### config.mk
export PLATFORM = sky130hd
export DESIGN_NAME = psa_arb
export DESIGN_NICKNAME = d
export VERILOG_FILES = /design/src/rtl/psa_arb.sv
export SDC_FILE = /design/constraint.sdc
export NUM_CORES = 1
export LEC_CHECK = 0
export BUFFER_PORTS_ARGS = -buffer_cell sky130_fd_sc_hd__buf_2
export CAP_MARGIN = 25
export CORE_MARGIN = 4
export CORE_UTILIZATION = 32
export CTS_CLUSTER_SIZE = 14
export DETAILED_ROUTE_END_ITERATION = 7
export PLACE_DENSITY = 0.87
export SYNTH_ARGS = -nofsm -noshare
export SYNTH_HDL_FRONTEND = slang
export SYNTH_SLANG_ARGS = --single-unit
### constraint.sdc
create_clock -name clk -period 1.1 [get_ports clk]
set_input_delay 0.055 -clock clk [delete_from_list [all_inputs] [get_ports clk]]
set_output_delay 0.055 -clock clk [all_outputs]
set_load 0.01 [all_outputs]
### src/rtl/psa_arb.sv
// -----------------------------------------------------------------------------
// psa_arb -- two-requester round-robin arbiter in front of a shared 16-bit
// (4 x 4-bit) partitioned adder, with a single-entry registered response.
//
// Ports
//   clk, rst_n            clock; synchronous active-low reset
//   r0_valid, r1_valid    requester i has an add pending
//   r0_ready, r1_ready    requester i's operation is accepted this cycle
//   r0_a, r0_b, r1_a, r1_b  16-bit operands per requester
//   psa_a, psa_b          operands presented to the shared adder
//   psa_sum, psa_err      combinational sum / OR of nibble overflows from adder
//   rsp_valid, rsp_ready  response handshake
//   rsp_id                requester index owning the response
//   rsp_sum, rsp_err      registered sum and overflow flag
//   err_clr, err_sticky   per-requester sticky overflow clear / status
//
// Build option
//   PSA_ARB_STICKY_ERR_EN  when defined, err_sticky records overflows per
//                          requester; otherwise err_sticky is 2'b00 and
//                          err_clr is ignored.
// -----------------------------------------------------------------------------
module psa_arb (
  input  logic        clk,
  input  logic        rst_n,
  input  logic        r0_valid,
  output logic        r0_ready,
  input  logic [15:0] r0_a,
  input  logic [15:0] r0_b,
  input  logic        r1_valid,
  output logic        r1_ready,
  input  logic [15:0] r1_a,
  input  logic [15:0] r1_b,
  output logic [15:0] psa_a,
  output logic [15:0] psa_b,
  input  logic [15:0] psa_sum,
  input  logic        psa_err,
  output logic        rsp_valid,
  input  logic        rsp_ready,
  output logic        rsp_id,
  output logic [15:0] rsp_sum,
  output logic        rsp_err,
  input  logic [1:0]  err_clr,
  output logic [1:0]  err_sticky
);

  typedef enum logic {
    EMPTY = 1'b0,
    FULL  = 1'b1
  } state_t;

  state_t state_q, state_d;
  logic   rr_ptr;
  logic   any_valid;
  logic   gnt_id;
  logic   can_accept;
  logic   accept;

  // Grant: a lone valid requester wins; a tie goes to rr_ptr.
  always_comb begin
    any_valid = r0_valid || r1_valid;
    gnt_id    = 1'b0;
    if (r0_valid && r1_valid) gnt_id = rr_ptr;
    else if (r1_valid)        gnt_id = 1'b1;
  end

  // rst_n gates acceptance so no requester sees ready while reset is held.
  assign can_accept = (state_q == EMPTY) || rsp_ready;
  assign accept     = any_valid && can_accept && rst_n;
  assign r0_ready   = accept && (gnt_id == 1'b0);
  assign r1_ready   = accept && (gnt_id == 1'b1);

  always_comb begin
    psa_a = '0;
    psa_b = '0;
    if (any_valid) begin
      psa_a = gnt_id ? r1_a : r0_a;
      psa_b = gnt_id ? r1_b : r0_b;
    end
  end

  // Response buffer FSM: accept always (re)fills; otherwise a drain empties.
  always_comb begin
    state_d = state_q;
    unique case (state_q)
      EMPTY: if (accept) state_d = FULL;
      FULL: begin
        if (accept)         state_d = FULL;
        else if (rsp_ready) state_d = EMPTY;
      end
      default: state_d = EMPTY;
    endcase
  end

  always_ff @(posedge clk) begin
    if (!rst_n) state_q <= EMPTY;
    else        state_q <= state_d;
  end

  assign rsp_valid = (state_q == FULL);

  always_ff @(posedge clk) begin
    if (!rst_n) begin
      rsp_sum <= '0;
      rsp_err <= 1'b0;
      rsp_id  <= 1'b0;
      rr_ptr  <= 1'b0;
    end else if (accept) begin
      rsp_sum <= psa_sum;
      rsp_err <= psa_err;
      rsp_id  <= gnt_id;
      rr_ptr  <= ~gnt_id;
    end
  end

`ifdef PSA_ARB_STICKY_ERR_EN
  always_ff @(posedge clk) begin
    if (!rst_n) begin
      err_sticky <= '0;
    end else begin
      for (int unsigned i = 0; i < 2; i++) begin
        // Set has priority over a same-cycle clear.
        if (accept && (gnt_id == i[0]) && psa_err) err_sticky[i] <= 1'b1;
        else if (err_clr[i])                      err_sticky[i] <= 1'b0;
      end
    end
  end
`else
  logic unused_err_clr;
  assign unused_err_clr = ^err_clr;
  assign err_sticky     = '0;
`endif

  ready_onehot: assert property (@(posedge clk) !(r0_ready && r1_ready));

endmodule

## Word-level counts from Yosys, hierarchy flattened

Index checks and enable logic that the tools add are counted.

| storage, ports and cells | value |
|---|---|
| word-level logic and storage cells | 24 |
| register bits | 20 |

| cells by class | value |
|---|---|
| reductions and logical operators | 7 |
| multiplexer cells | 10 |
| bitwise operators | 2 |

Operators with widths:

| cell | count |
|---|---|
| 16-bit two-way mux | 4 |
| 1-bit logical AND | 5 |
| 1-bit two-way mux | 5 |
| 1-bit logical OR | 2 |
| 1-bit NOT | 2 |
| 1-bit case mux with 2 select lines | 1 |

## Depth between registers and ports, before layout

| logic depth | value |
|---|---|
| depth after elaboration | 6 |
| gate-level depth with buffers | 7 |
| depth with buffers taken out | 3 |

## Worst setup path before layout

No wires, ideal clock.

| timing path | value |
|---|---|
| path type | reg2reg |
| start | register state_q, in the netlist rsp_valid |
| end | register rsp_err |
| arrival | 1,174 ps |
| setup slack | -141 ps |
| cell stages (with the launch flop) | 6 |
| clock period less this slack | 1,241 ps |
| cell sequence | dfxtp_1 nand2b_1 clkbuf_1 clkbuf_1 nand3_1 o21ai_2 |

| between the ends | value |
|---|---|
| word-level cells in the longest chain between the ends | 4 |

Ends and longest elaborated chain:

| what | RTL line | RTL |
|---|---|---|
| start: declaration | 51 | `state_t state_q, state_d;` |
| start signal: assignment | 96 | `else state_q <= state_d;` |
| 1-bit NOT | - |  |
| 1-bit logical OR | 67 | `assign can_accept = (state_q == EMPTY) \|\| rsp_ready;` |
| 1-bit logical AND (2 in series) | 68 | `assign accept = any_valid && can_accept && rst_n;` |
| end signal: assignment | 109 | `rsp_err <= psa_err;` |
| end: declaration | 41 | `output logic rsp_err,` |

Every way passes these cells.
A chain may end at the register's enable or synchronous reset.

## Worst setup path in the final report

| timing path | value |
|---|---|
| start | register rr_ptr |
| end | output port psa_a[15] |

| between the ends | value |
|---|---|
| word-level cells in the longest chain between the ends | 3 |

Ends and longest elaborated chain:

| what | RTL line | RTL |
|---|---|---|
| start: declaration | 52 | `logic rr_ptr;` |
| start signal: assignment | 111 | `rr_ptr <= ~gnt_id;` |
| 1-bit two-way mux | 62 | `if (r0_valid && r1_valid) gnt_id = rr_ptr;` |
| 16-bit two-way mux | 76 | `psa_a = gnt_id ? r1_a : r0_a;` |
| 16-bit two-way mux | 75 | `if (any_valid) begin` |
| end: declaration | 33 | `output logic [15:0] psa_a,` |

Every way passes these cells.

==> summary.md <==
| Metric | Value |
|---|---|
| Area contributors post-synth | dfxtp_1 28%, mux2i_1 22%, nand2_1 13% |
| First-pass GRT wire length | 6540 µm |
| Routed WL | 4680 µm |
| Starting DRT DRC Count | 80 |
| Total die area | 5620 µm² |
| Share of Yosys cell area claimed by the top area cell type | 27.9% |
| Die W | 75.0 µm |
| CTS tree | built |
| DP HPWL | 3660 µm |
| Post-synthesis sequential area ratio | 27.9% |
| Placed cell count | 381 |
| Congestion Overflow GR | 0 |
| Drt pass-1 iters | 4 |
| ANT cells | 0 |
| Post-route insts no fill | 389 |
| Post-Syn Area | 1440 µm² |
| PwrDens | 1030 nW/µm² |
| Failing checks | setup timing |
| Crit path max fanout | 14 |
| Post-Synthesis Cells | 199 |
| DR WL met2 | 2440 µm |
| FF-to-FF path depth | 4 |
| Vias in the first global route | 1512 |
| Die height | 75.0 µm |
| Clock buffer depth | 2 |
| Number of max-cap violations | 0 |
| Routed wire per std cell | 12.0 µm |
| Top Layer Used | met4 |
| Synth Area per Inst | 7.21 µm² |
| Reg clk slew, reported paths | 0.07 ns |
| Later-pin clock latency in the skew report | 0.25 ns |
| Setup Skew | 0.00372 ns |
| Yosys reg bits | 20 |
| Nets | 426 |
| GR Util All Layers | 14.6% |
| Clock Sinks | 20 |
| Peak VDD IR | 0.000440 V |
| Final Hold Violating Endpoints | 0 |
| H-tree depth | 1 |
| Final period util | 131% |
| Hold slack | 0.0126 ns |
| Cts hold-fix bufs | 0 |
| Synth warnings | 0 |
| Placer Congestion | 0.700 |
| Drt drc | 0 |
| Leak | 1.47 nW |
| Hold Path Class | primary input to flip-flop |
| Crit Path Class | flip-flop to primary output |
| Outcome | complete, but fails checks |
| Metal1 wirelength | 1830 µm |
| Root Driver | clkbuf_8 |
| Core ar. | 4350 µm² |
| R2r endpoint | rsp_id |
| Final setup margin | -0.340 ns |
| RSZ-0062 raised after global routing | yes |
| Largest net degree at the start of global routing | 33 |
| Worst endpoint data arrival time | 1.39 ns |
| Start point of the worst hold path | psa_sum[2] |
| Yosys top cell by area | dfxtp_1 |
| Vias per cell | 4.55 |
| Worst setup EP type | primary output |
| Initial core utilization | 33.0% |
| Via count | 1770 |
| Maximum clock frequency | 694 MHz |
| Minimum setup slack among reg-to-reg paths | -0.03 ns |
| Routed Antenna Nets | 0 |
| Final setup fails | 35 |
| Commonest cells after routing, fill and taps aside | 138 x buf_2, 50 x nand2_1, 34 x inv_1 |
| Worst Hold Depth | 3 |
| # IOs | 143 |
| Final min period | 1.44 ns |
| Number of CTS-inserted buffers | 3 |
| Proportion of layout cells with a drive suffix above 1 | 51.3% |
| Port Buffer Count | 138 |
| Setup crit start kind | flip-flop |
| Metal3 WL | 394 µm |
| WHS Endpoint | rsp_sum[2] |
| Most common cell after layout, fill and taps aside | buf_2 |
| Num rows | 24 |
| Worst Path Required | 1.04 ns |
| Area delta synth->final | 61.8% |
| Final Max Tran Viols | 0 |
| Initial antenna violation count | 0 |
| FF-to-FF Start | rr_ptr |
| Post-synth cell types | 20 |
[state kept, by name, indices dropped and copies added (netlist names)]
| register | cells |
|---|---|
| rr_ptr | 1 |
| rsp_err | 1 |
| rsp_id | 1 |
| rsp_sum | 16 |
| rsp_valid | 1 |
[stage by stage]
step	TNS, ns	total power, W	worst slack (ns)	instance area, µm²	util [%]
after global placement	-0.784	0.00162	-0.0600	2190	50.2
after CTS	-10.93	0.00245	-0.351	2370	54.4
after detailed placement	-1.66	0.00164	-0.0854	2190	50.2
after global routing	-13.03	0.00254	-0.423	2320	53.3
after floorplan	-0.801	0.00128	-0.0450	1460	-
final	-10.49	0.00239	-0.340	2320	53.3
[critical path, cell delays in order, from the launching register on]
cell and delay (ns):
dfxtp_2 0.34, o21ai_4 0.23, buf_8 0.22, mux2i_1 0.19, buf_2 0.15
[power breakdown]
part	switching [W]	total (W)	internal, W
sequential	0.0000327	0.000823	0.000790
combinational	0.000422	0.000836	0.000414
clock	0.000246	0.000731	0.000485
[layer usage]
layer	global-route usage (%)	vias up
met5	0	-
met4	3.16	0
met3	2.94	4
met2	25.7	80
met1	18.4	787
li1	-	899
[worst max path at each step]
| stage | from | end | slack (ns) | cells after the start |
|---|---|---|---|---|
| 2_1_floorplan | rr_ptr | psa_a[11] | -0.05 | 3 |
| 3_3_place_gp | rr_ptr | psa_a[1] | -0.06 | 4 |
| 3_5_place_dp | rr_ptr | psa_b[1] | -0.09 | 4 |
| 4_1_cts | rr_ptr | psa_b[5] | -0.35 | 5 |
| 5_1_grt | rr_ptr | psa_b[5] | -0.42 | 4 |
| 6_report | rr_ptr | psa_a[15] | -0.34 | 4 |
[cell families after synthesis]
| group | count (synthesis) | share of synthesized area (%) |
|---|---|---|
| flip-flops | 20 | 27.9 |
| other | 1 | 0.261 |
| AND/OR/NAND/NOR | 72 | 21.1 |
| buffers and inverters | 51 | 16.7 |
| multiplexers | 32 | 22.3 |
| AO/OA/AOI/OAI | 23 | 11.7 |
[area by class of cell]
type                            count  area (µm²)
Clock buffer                        3        41.3
Clock inverter                      1        30.0
Fill cell                         416        2030
Inverter                           34         128
Multi-Input combinational cell    129         836
Sequential cell                    20         403
Tap cell                           52        65.1
Timing Repair Buffer              150         820
[cell usage after synthesis, drive strengths merged]
master	n
nand3	17
mux2i	32
nor2	1
dfxtp	20
nand2b	1
inv	34
buf	9
conb	1
o21bai	1
clkbuf	8
o21a	1
a21oi	2
o21ai	18
nand2	50
nor3	1
o2111a	1
and2	2
[repair_timing]
action	4_1_cts	5_1_grt
endpoints found under the hold margin	0	0
pin swaps	3	4
setup buffers	5	0
cloned	2	0
resized for setup	7	7
setup endpoints to repair	34	47
(Power assumes the default switching activity.)
